<file path="src/rtl/muldiv_pkg.sv">
// muldiv_pkg
// Shared definitions for the iterative multiply/divide unit.
//   - op_t      : operation encodings as presented on the 'op' port
//   - state_t   : sequencer states of the top level
//   - DEFAULT_WIDTH / CNT_W : default operand width and matching step-counter width
//   - cnt_width : counter width for an arbitrary WIDTH (ceil(log2(WIDTH)))
package muldiv_pkg;

    localparam int DEFAULT_WIDTH = 32;

    function automatic int cnt_width(input int w);
        return $clog2(w);
    endfunction

    localparam int CNT_W = cnt_width(DEFAULT_WIDTH);

    typedef enum logic [1:0] {
        OP_MULTU = 2'b00,
        OP_MULT  = 2'b01,
        OP_DIVU  = 2'b10,
        OP_DIV   = 2'b11
    } op_t;

    typedef enum logic [1:0] {
        IDLE = 2'b00,
        CALC = 2'b01,
        FIX  = 2'b10
    } state_t;

endpackage

</file>
<file path="src/rtl/muldiv_iter.sv">
// muldiv_iter
// Radix-2 datapath for the multiply/divide unit. Holds one 2*WIDTH-bit register
// that is the {HI,LO} product accumulator for multiplies and the
// {remainder,quotient} pair for divides, plus the held multiplicand/divisor.
// Operands arrive as unsigned magnitudes; sign handling lives in the top level.
// Ports:
//   clk, rst_n : clock, asynchronous active-low reset
//   load       : capture operands and initialise the accumulator
//   step       : perform one shift-add (multiply) or restoring-subtract (divide) step
//   is_div     : mode selected at load (1 = divide)
//   a_mag      : multiplicand / dividend magnitude
//   b_mag      : multiplier / divisor magnitude
//   acc        : accumulator, final result after WIDTH steps
module muldiv_iter
    import muldiv_pkg::*;
#(
    parameter int WIDTH = DEFAULT_WIDTH
) (
    input  logic                 clk,
    input  logic                 rst_n,
    input  logic                 load,
    input  logic                 step,
    input  logic                 is_div,
    input  logic [WIDTH-1:0]     a_mag,
    input  logic [WIDTH-1:0]     b_mag,
    output logic [2*WIDTH-1:0]   acc
);

    logic [WIDTH-1:0]   opnd;
    logic               div_mode;
    logic [WIDTH-1:0]   addend;
    logic [WIDTH:0]     mul_sum;
    logic [WIDTH:0]     rem_sh;
    logic [WIDTH:0]     diff;
    logic [2*WIDTH-1:0] acc_nxt;

    // Multiply keeps the multiplier in the low half and retires one bit per step
    // from the right; the carry out of the add shifts back into the top.
    // Divide shifts the dividend out of the low half into the partial remainder
    // and shifts quotient bits in from the right.
    always_comb begin
        addend  = acc[0] ? opnd : '0;
        mul_sum = {1'b0, acc[2*WIDTH-1:WIDTH]} + {1'b0, addend};
        rem_sh  = {acc[2*WIDTH-1:WIDTH], acc[WIDTH-1]};
        diff    = rem_sh - {1'b0, opnd};
        acc_nxt = acc;
        if (div_mode) begin
            if (!diff[WIDTH]) begin
                acc_nxt = {diff[WIDTH-1:0], acc[WIDTH-2:0], 1'b1};
            end else begin
                acc_nxt = {rem_sh[WIDTH-1:0], acc[WIDTH-2:0], 1'b0};
            end
        end else begin
            acc_nxt = {mul_sum, acc[WIDTH-1:1]};
        end
    end

    always_ff @(posedge clk or negedge rst_n) begin
        if (!rst_n) begin
            acc      <= '0;
            opnd     <= '0;
            div_mode <= 1'b0;
        end else if (load) begin
            acc      <= {{WIDTH{1'b0}}, (is_div ? a_mag : b_mag)};
            opnd     <= is_div ? b_mag : a_mag;
            div_mode <= is_div;
        end else if (step) begin
            acc      <= acc_nxt;
        end
    end

endmodule

</file>
<file path="src/rtl/muldiv_unit.sv">
// muldiv_unit
// Iterative MULT/MULTU/DIV/DIVU unit with the architectural HI/LO registers.
// A request takes WIDTH+2 cycles (IDLE -> CALC x WIDTH -> FIX); the core stalls
// on busy. MFHI/MFLO read through the combinational rd_data port; MTHI/MTLO
// write through hilo_we while idle.
// Ports:
//   clk, rst_n          : clock, asynchronous active-low reset
//   start, op, a, b     : operation request (sampled only when idle)
//   hilo_we, hilo_wsel  : MTHI/MTLO write enable and select (1 = HI)
//   wdata               : MTHI/MTLO data
//   rd_sel, rd_data     : HI/LO read select (1 = HI) and read data
//   busy                : operation in progress
//   done                : one-cycle pulse, HI/LO hold the new result
// Optional build macro: MULDIV_FAST_MUL_EN -- MULT/MULTU complete in a single
// cycle without entering CALC; divides still use the iterative path.
module muldiv_unit
    import muldiv_pkg::*;
#(
    parameter int WIDTH = DEFAULT_WIDTH
) (
    input  logic             clk,
    input  logic             rst_n,
    input  logic             start,
    input  logic [1:0]       op,
    input  logic [WIDTH-1:0] a,
    input  logic [WIDTH-1:0] b,
    input  logic             hilo_we,
    input  logic             hilo_wsel,
    input  logic [WIDTH-1:0] wdata,
    input  logic             rd_sel,
    output logic [WIDTH-1:0] rd_data,
    output logic             busy,
    output logic             done
);

    localparam int             CW   = cnt_width(WIDTH);
    localparam logic [CW-1:0]  LAST = CW'(WIDTH - 1);

    state_t               state;
    state_t               state_nxt;
    logic [CW-1:0]        cnt;
    logic                 load;
    logic                 step;
    logic                 fix;
    logic                 fast_take;
    logic [2*WIDTH-1:0]   fast_prod;

    logic [WIDTH-1:0]     hi;
    logic [WIDTH-1:0]     lo;
    logic [WIDTH-1:0]     a_q;
    logic                 is_div_q;
    logic                 b_zero_q;
    logic                 q_neg_q;
    logic                 r_neg_q;

    logic                 signed_op;
    logic [WIDTH-1:0]     a_mag;
    logic [WIDTH-1:0]     b_mag;
    logic [2*WIDTH-1:0]   acc;
    logic [WIDTH-1:0]     res_hi;
    logic [WIDTH-1:0]     res_lo;

    assign signed_op = (op == OP_MULT) || (op == OP_DIV);
    assign a_mag     = (signed_op && a[WIDTH-1]) ? -a : a;
    assign b_mag     = (signed_op && b[WIDTH-1]) ? -b : b;

`ifdef MULDIV_FAST_MUL_EN
    logic [2*WIDTH-1:0] ext_a;
    logic [2*WIDTH-1:0] ext_b;

    // The low 2*WIDTH bits of a product of sign-extended operands equal the
    // signed product, so one multiplier serves both MULT and MULTU.
    assign ext_a     = {{WIDTH{signed_op & a[WIDTH-1]}}, a};
    assign ext_b     = {{WIDTH{signed_op & b[WIDTH-1]}}, b};
    assign fast_prod = ext_a * ext_b;
    assign fast_take = (state == IDLE) && start && !op[1];
`else
    assign fast_prod = '0;
    assign fast_take = 1'b0;
`endif

    muldiv_iter #(.WIDTH(WIDTH)) u_iter (
        .clk    (clk),
        .rst_n  (rst_n),
        .load   (load),
        .step   (step),
        .is_div (op[1]),
        .a_mag  (a_mag),
        .b_mag  (b_mag),
        .acc    (acc)
    );

    always_ff @(posedge clk or negedge rst_n) begin
        if (!rst_n) begin
            state <= IDLE;
        end else begin
            state <= state_nxt;
        end
    end

    // Sequencer: one load cycle from IDLE, WIDTH steps in CALC, then a single
    // FIX cycle that commits the result to HI/LO.
    always_comb begin
        state_nxt = state;
        load      = 1'b0;
        step      = 1'b0;
        fix       = 1'b0;
        case (state)
            IDLE: begin
                if (start && !fast_take) begin
                    load      = 1'b1;
                    state_nxt = CALC;
                end
            end
            CALC: begin
                step = 1'b1;
                if (cnt == LAST) begin
                    state_nxt = FIX;
                end
            end
            FIX: begin
                fix       = 1'b1;
                state_nxt = IDLE;
            end
            default: state_nxt = IDLE;
        endcase
    end

    always_ff @(posedge clk or negedge rst_n) begin
        if (!rst_n) begin
            cnt <= '0;
        end else if (load) begin
            cnt <= '0;
        end else if (step) begin
            cnt <= cnt + CW'(1);
        end
    end

    // Sign and zero-divisor information is captured with the operands so that
    // FIX does not depend on the live input ports.
    always_ff @(posedge clk or negedge rst_n) begin
        if (!rst_n) begin
            a_q      <= '0;
            is_div_q <= 1'b0;
            b_zero_q <= 1'b0;
            q_neg_q  <= 1'b0;
            r_neg_q  <= 1'b0;
        end else if (load) begin
            a_q      <= a;
            is_div_q <= op[1];
            b_zero_q <= (b == '0);
            q_neg_q  <= signed_op && (a[WIDTH-1] ^ b[WIDTH-1]);
            r_neg_q  <= signed_op && a[WIDTH-1];
        end
    end

    // Sign correction. A zero divisor bypasses the datapath result entirely:
    // HI returns the dividend and LO is all ones.
    always_comb begin
        res_hi = acc[2*WIDTH-1:WIDTH];
        res_lo = acc[WIDTH-1:0];
        if (is_div_q) begin
            if (b_zero_q) begin
                res_hi = a_q;
                res_lo = '1;
            end else begin
                res_hi = r_neg_q ? -acc[2*WIDTH-1:WIDTH] : acc[2*WIDTH-1:WIDTH];
                res_lo = q_neg_q ? -acc[WIDTH-1:0] : acc[WIDTH-1:0];
            end
        end else if (q_neg_q) begin
            {res_hi, res_lo} = -acc;
        end
    end

    // HI/LO ownership: a committing result takes priority; direct writes are
    // honoured only while idle, which includes the cycle that samples start.
    always_ff @(posedge clk or negedge rst_n) begin
        if (!rst_n) begin
            hi   <= '0;
            lo   <= '0;
            done <= 1'b0;
        end else begin
            done <= 1'b0;
            if (fix) begin
                hi   <= res_hi;
                lo   <= res_lo;
                done <= 1'b1;
            end else if (fast_take) begin
                hi   <= fast_prod[2*WIDTH-1:WIDTH];
                lo   <= fast_prod[WIDTH-1:0];
                done <= 1'b1;
            end else if (hilo_we && (state == IDLE)) begin
                if (hilo_wsel) begin
                    hi <= wdata;
                end else begin
                    lo <= wdata;
                end
            end
        end
    end

    assign busy    = (state != IDLE);
    assign rd_data = rd_sel ? hi : lo;

endmodule

</file>
<file path="config.mk">
export PLATFORM = sky130hd
export DESIGN_NAME = muldiv_unit
export DESIGN_NICKNAME = d
export VERILOG_FILES = /design/src/rtl/muldiv_pkg.sv /design/src/rtl/muldiv_iter.sv /design/src/rtl/muldiv_unit.sv
export SDC_FILE = /design/constraint.sdc
export NUM_CORES = 1
export LEC_CHECK = 0
export CAP_MARGIN = 20
export CELL_PAD_IN_SITES_DETAIL_PLACEMENT = 0
export CELL_PAD_IN_SITES_GLOBAL_PLACEMENT = 1
export CORE_MARGIN = 2
export CORE_UTILIZATION = 48
export DETAILED_ROUTE_END_ITERATION = 6
export PLACE_DENSITY = 0.86
export SLEW_MARGIN = 5
export SYNTH_ARGS = -nofsm -noshare
export SYNTH_HDL_FRONTEND = slang
export SYNTH_SLANG_ARGS = --single-unit
export TNS_END_PERCENT = 5
</file>
<file path="constraint.sdc">
create_clock -name clk -period 5.35 [get_ports clk]
set_clock_uncertainty 0.2 [all_clocks]
set_input_delay 1.3375 -clock clk [delete_from_list [all_inputs] [get_ports clk]]
set_output_delay 1.3375 -clock clk [all_outputs]
set_load 0.005 [all_outputs]
</file>
== After elaboration in Yosys (flattened, before gate mapping) ==
Index checks and enable logic that the tools add are counted.
Word-level totals
  register bits: 204
  word-level logic and storage cells: 77
Operators by class
  $add $sub $neg: 8
  muxes and demuxes: 34
  bitwise operators: 1
  reduce and logical (&&, ||, !) cells: 14
  equal/unequal tests: 8
Operators with widths (number)
  $mux 32: 20
  $mux 64: 4
  $neg 32->32: 4
  $neg 64->64: 1
  $add 32x32->33: 1
  $sub 33x32->33: 1
  $logic_not 32->1: 1
  $mux 5: 2
  $reduce_bool 2->1: 4
  $reduce_and 2->1: 3
  $add 5x1->5 const B: 1
  $eq 5x5->1 const B: 1
  $mux 1: 5
  $eq 2x1->1 const B: 2
  $eq 2x2->1 const B: 2
  $logic_and 1x1->1: 4
  $mux 2: 2
  $ne 2x2->1 const B: 2
  $pmux 2 s2: 1
  $logic_not 2->1: 1
  $ne 2x1->1 const B: 1
  $logic_or 1x1->1: 1
  $xor 1x1->1: 1

== Logic depth before layout (Yosys ltp) ==
Gate-level depths: netlist (run 1).
  word-level depth: 6
  gate-level depth with buffers: 15
  mapped depth without buffers: 14

== Hierarchy ==
A second synthesis (run 1) with hierarchy kept.
Second synthesis, totals
  cells, all modules: 2307
  area, all modules: 18338.8 um^2
Modules (own cells, without submodules)
  muldiv_iter: cells an instance 1129, area an instance 9178.8 um^2, times used 1
  muldiv_unit: cells an instance 1178, area an instance 9160.0 um^2, times used 1

== Least setup slack after synthesis (run 1) ==
No wires, ideal clock.
  path type: in2reg
  start point: input port a[1]
  end point: register u_iter.acc[27]
  stages on the path: 10
  path buffers: 0
  setup slack: 999 ps
  data required time: 5020 ps
  data arrival time: 4021 ps
  cells stage by stage: or4_1 -> or3_4 -> or3b_1 -> or3_4 -> or3_4 -> o31ai_4 -> xor2_1 -> nand2_1 -> o211ai_1 -> o21ai_1
Between the ends
  word-level cells in the longest chain between the ends: 4
Ends and longest elaborated chain
  start: declaration: line muldiv_unit.sv:25  | input logic [WIDTH-1:0] a,
  $neg 32->32: line muldiv_unit.sv:64  | assign a_mag = (signed_op && a[WIDTH-1]) ? -a : a;
  $mux 32: line muldiv_unit.sv:64
  $mux 32: line muldiv_iter.sv:64  | acc <= {{WIDTH{1'b0}}, (is_div ? a_mag : b_mag)};
  $mux 64: line muldiv_iter.sv:63  | end else if (load) begin
  end signal: assignment: line muldiv_iter.sv:64
  end signal: assignment: line muldiv_iter.sv:68  | acc <= acc_nxt;
  end: declaration: line muldiv_iter.sv:26  | output logic [2*WIDTH-1:0] acc
Every way passes these cells.
A chain may end at the register's enable or synchronous reset.

== Worst setup path in the final report (run 1) ==
  start point: register u_iter.acc[31]
  end point: register u_iter.acc[60]
Between the ends
  word-level cells in the longest chain between the ends: 5
Ends and longest elaborated chain
  $sub 33x32->33: line muldiv_iter.sv:45  | diff = rem_sh - {1'b0, opnd};
  $mux 64: line muldiv_iter.sv:48  | if (!diff[WIDTH]) begin
  $mux 64: line muldiv_iter.sv:47  | if (div_mode) begin
  $mux 64: line muldiv_iter.sv:67  | end else if (step) begin
  $mux 64: line muldiv_iter.sv:63
Every way passes these cells. The select of a mux whose other input is x is not followed.

==> impl_summary.log, run 1 <==
[metrics] Via density: 6.24
[metrics] hold buffer count at cts: 0
[metrics] violation count after the first detailed-routing iteration: 1636
[metrics] area share of the largest cell type after synthesis: a little under a third
[metrics] flip-flop and latch count after synthesis: around 200
[metrics] proportion of synthesized flip-flops having asynchronous set or reset: 100%
[metrics] critical path startpoint category: flop
[metrics] total count of hold-check failures in the final report: 0
[metrics] starting density of the core: between 40 and 50%
[metrics] clk buf depth: 3
[metrics] total of warnings raised by yosys: 0
[metrics] count of vias placed by the detailed router: around 17000
[metrics] global placement routability congestion: between 0.9 and 1
[metrics] TNS Setup: 0 ps
[metrics] largest cells by area after synthesis: sky130_fd_sc_hd__dfrtp_1, sky130_fd_sc_hd__nand2_1, sky130_fd_sc_hd__o21ai_0, sky130_fd_sc_hd__xnor2_1, sky130_fd_sc_hd__ha_1
[metrics] number of max-slew violations in the final report: 0
[metrics] Cell Rows: a little under 70
[metrics] hold path start: hi[29]
[metrics] CP Cell Sequence: inv_1 > ha_1 > fa_1 > nand2b_1 > a21oi_1 > o22ai_1 > o211ai_1 > a21boi_0 > o21ai_0 > xor2_1 > buf_4 > mux2_2 > mux2i_1 > a21oi_1
[metrics] number of synthesized flops with an enable pin: 0
[metrics] pre-CTS setup slack: roughly 200 ps
[metrics] number of nets produced by synthesis: around 2400
[metrics] period utilisation layout: 87.3%
[metrics] Worst IR Drop VDD: 0.533 mV
[metrics] TritonCTS clock tree: yes
[metrics] Post-Syn Area per Cell: 7.75 um2
[metrics] required time at the worst-slack endpoint: 5530 ps
[metrics] aggregate global-route resource usage: approximately a third
[metrics] final setup fails: 0
[metrics] sequential share of the synthesized area: around 30%
[metrics] netlist area before placement: around 17000 um2
[metrics] Post-Place Cells: around 2700
[metrics] die height: about 190 um
[metrics] capturing element type of the critical path: flop
[metrics] setup repair after global routing missed its margin: no
[metrics] launching point of the worst reg2reg path: u_iter.acc[31]
[metrics] hold path endpoint: hi[29]
[metrics] detailed-router iteration count before antenna repair: 6
[metrics] Power Dens Cells: roughly 690 nW/um2
[metrics] most common cell in the synthesized netlist: sky130_fd_sc_hd__nand2_1
[metrics] Worst R2R End: u_iter.acc[60]
[metrics] fmax: 214 MHz
[metrics] maximum net fanout on the critical path: 12
[metrics] kind of cell adding the most delay to the critical path: compound AO/OA/AOI/OAI gates
[metrics] R2R setup slack: 680 ps
[metrics] cell count after synthesis: between 2000 and 2500
[metrics] Critical Path AT: between 4000 and 5000 ps
[metrics] Worst Hold Path Cells: 1
[metrics] worst reg2reg path depth: 14
[metrics] area of combinational cells with multiple inputs: roughly 11000 um2
[metrics] worst setup slack after layout: between 600 and 700 ps
[metrics] sequential cell area: a little over 5000 um2
[metrics] shortest period the worst path allows: about 4700 ps
[metrics] Setup CP Type: flop to flop
[metrics] DR WL/cell: about 23 um
[metrics] half-perimeter wire length of the detailed placement result: about 47000 um
[metrics] stage delay of the slowest cell on the critical path: around 490 ps
[metrics] wire length of the first global-routing pass: 94500 um
[metrics] worst slew pin tran: between 1000 and 1500 ps
[metrics] number of buffers inserted during clock tree synthesis: 24
[metrics] headroom to the max-slew limit: roughly 28%
[metrics] most frequent cell on the critical path: sky130_fd_sc_hd__a21oi_1
[metrics] largest net degree at the start of global routing: 107
[metrics] crit path buf inv count: 2
[metrics] count of different cell masters after synthesis: 68
[metrics] count of boundary I/O pins: between 100 and 150
[metrics] initial antenna violation count: 2
[metrics] postcts setup bufs: 0
[metrics] number of port buffers: ~140
[metrics] register clock-pin slew on the reported worst setup and hold paths: approximately 60 ps
[metrics] class of the tightest hold or removal check: flop to flop
[metrics] die area: between 30000 and 40000 um2
[metrics] main flop type after synthesis: sky130_fd_sc_hd__dfrtp_1
[metrics] total overflow reported by the global router: 0
[metrics] core footprint: between 30000 and 40000 um2
[metrics] Routed WL: 62300 um
[metrics] fraction of final layout cells with drive strength greater than 1: ~6.5%
[metrics] latest clock arrival within the worst-skew pair: between 500 and 600 ps
[metrics] Synth-to-Final Area Change: 15.6%
[metrics] number of global-route vias before repair: 15800
[metrics] CTS sink count: about 200
[metrics] final core occ: 56.5%
[metrics] result of the run: completed
[metrics] most area-hungry cell type in the Yosys netlist: sky130_fd_sc_hd__dfrtp_1
[metrics] number of filler cells placed in the layout: roughly 3300
[metrics] library cell used as clock root buffer: sky130_fd_sc_hd__clkbuf_16
[metrics] H-tree Lvls: 1
[metrics] count of placed standard cells in the final layout, fillers left out: 2714
[metrics] cell at the slowest stage of the critical path: sky130_fd_sc_hd__dfrtp_1
[metrics] net count reported at finish: between 2000 and 2500
[metrics] horizontal extent of the die: 192 um
[metrics] most numerous cell types in the synthesized netlist: sky130_fd_sc_hd__nand2_1, sky130_fd_sc_hd__o21ai_0, sky130_fd_sc_hd__dfrtp_1, sky130_fd_sc_hd__nor2_1, sky130_fd_sc_hd__a21oi_1
[metrics] static leakage: roughly 0.0083 uW
[metrics] DRC violation count after routing: 0
[metrics] Maximum Capacitance Violations: 0
[metrics] number of nets still failing antenna checks after routing: 0
[metrics] quantity of gates resized following cts: 0
[sequential cells by signal, summed over array words and instances (netlist names)]
| signal | cells |
|---|---|
| a_q | 32 |
| b_zero_q | 1 |
| cnt | 5 |
| done | 1 |
| hi | 32 |
| lo | 32 |
| q_neg_q | 1 |
| r_neg_q | 1 |
| state | 2 |
| u_iter.acc | 64 |
| u_iter.div_mode | 1 |
| u_iter.opnd | 32 |
[worst max path at each step]
stage / from / to / slack (ps) / cells after the start
after global routing: u_iter.acc[31] / u_iter.acc[60] / 420 / 14
final: u_iter.acc[31] / u_iter.acc[60] / 680 / 14
after global placement: a[8] / u_iter.acc[29] / 250 / 11
after floorplan: a[1] / u_iter.acc[27] / 1000 / 10
after detailed placement: a[8] / u_iter.acc[29] / 200 / 11
after CTS: a[8] / u_iter.acc[29] / 750 / 11
[cells by family after synthesis]
family,share of synthesized area [%]
and+or+nand+nor,19.0
muxes,5.74
buffers and inverters,4.83
adders and majority gates,5.40
DFF,30.1
xor gates and xnor gates,9.70
AOI/OAI and AO/OA,25.3
[metal layers]
layer / vias up / part of all wire, % / track usage, % / wire (um)
met1: 8172 / 44 / 47.8 / 27600
met4: 2 / 3.8 / 11.8 / 2360
met2: 747 / 42 / 49.7 / 26400
met5: - / 0.021 / 0 / 13
met3: 91 / 9.6 / 7.71 / 5970
li1: 7936 / - / - / -
[through the flow]
stage | hold slack, ps | power [uW] | instance area (um2)
after CTS | 274 | 13300 | 19600
after global placement | 257 | 11300 | 18700
after floorplan | 240 | 8770 | 17000
after global routing | 294 | 14400 | 19600
final | 271 | 13400 | 19600
after detailed placement | 260 | 11400 | 18700
[placed cells by master (no fill, tap or decap), types with 6 or more instances in the layout]
cell type,count
sky130_fd_sc_hd__dfrtp_1,203
sky130_fd_sc_hd__o21bai_1,7
sky130_fd_sc_hd__clkbuf_16,25
sky130_fd_sc_hd__nand2_1,320
sky130_fd_sc_hd__o22ai_1,42
sky130_fd_sc_hd__and3_1,8
sky130_fd_sc_hd__inv_1,62
sky130_fd_sc_hd__nor2b_1,7
sky130_fd_sc_hd__nand2b_1,24
sky130_fd_sc_hd__a22oi_1,23
sky130_fd_sc_hd__a21boi_0,6
sky130_fd_sc_hd__nor3_1,31
sky130_fd_sc_hd__a31oi_1,14
sky130_fd_sc_hd__nand4_1,18
sky130_fd_sc_hd__a21oi_1,165
sky130_fd_sc_hd__clkdlybuf4s50_1,135
sky130_fd_sc_hd__o41ai_1,15
sky130_fd_sc_hd__mux2_2,34
sky130_fd_sc_hd__o21ai_0,225
sky130_fd_sc_hd__and2_1,10
sky130_fd_sc_hd__or4_1,18
sky130_fd_sc_hd__o221ai_1,8
sky130_fd_sc_hd__o211ai_1,62
sky130_fd_sc_hd__o31ai_1,29
sky130_fd_sc_hd__a21o_1,31
sky130_fd_sc_hd__nor4_1,16
sky130_fd_sc_hd__ha_1,70
sky130_fd_sc_hd__a211oi_1,17
sky130_fd_sc_hd__clkbuf_1,6
sky130_fd_sc_hd__nor2_1,184
sky130_fd_sc_hd__nand3_1,33
sky130_fd_sc_hd__xnor2_1,108
sky130_fd_sc_hd__or2_2,11
sky130_fd_sc_hd__a221oi_1,11
sky130_fd_sc_hd__xor2_1,79
sky130_fd_sc_hd__mux2i_1,59
sky130_fd_sc_hd__buf_4,38
sky130_fd_sc_hd__or3_1,14
[cell type report]
cell class | count | area share (%)
inverters | 63 | 1.21
flip-flops and latches | 204 | 26.1
well taps | 455 | 2.90
clock buffers | 35 | 3.59
clock inverters | 9 | 0.766
repair buffers | 179 | 8.94
diodes | 1 | 0.0128
multi-input cells | 1768 | 56.5
[report_power, final]
group	switching, uW	total (uW)	internal [uW]
Clock	701	1800	1100
Sequential	1160	3470	2320
Combinational	4720	8160	3440
Power figures use the tool's default switching activity.
==> run 2, diff against run 1 <==
--- a/config.mk
+++ b/config.mk
@@ -11,6 +11,7 @@
 export CORE_MARGIN = 2
 export CORE_UTILIZATION = 48
 export DETAILED_ROUTE_END_ITERATION = 6
+export HOLD_SLACK_MARGIN = 0.15
 export PLACE_DENSITY = 0.86
 export SLEW_MARGIN = 5
 export SYNTH_ARGS = -nofsm -noshare
==> results of run 2 <==
Final layout, timing and power as in run 1 (identical DEF).
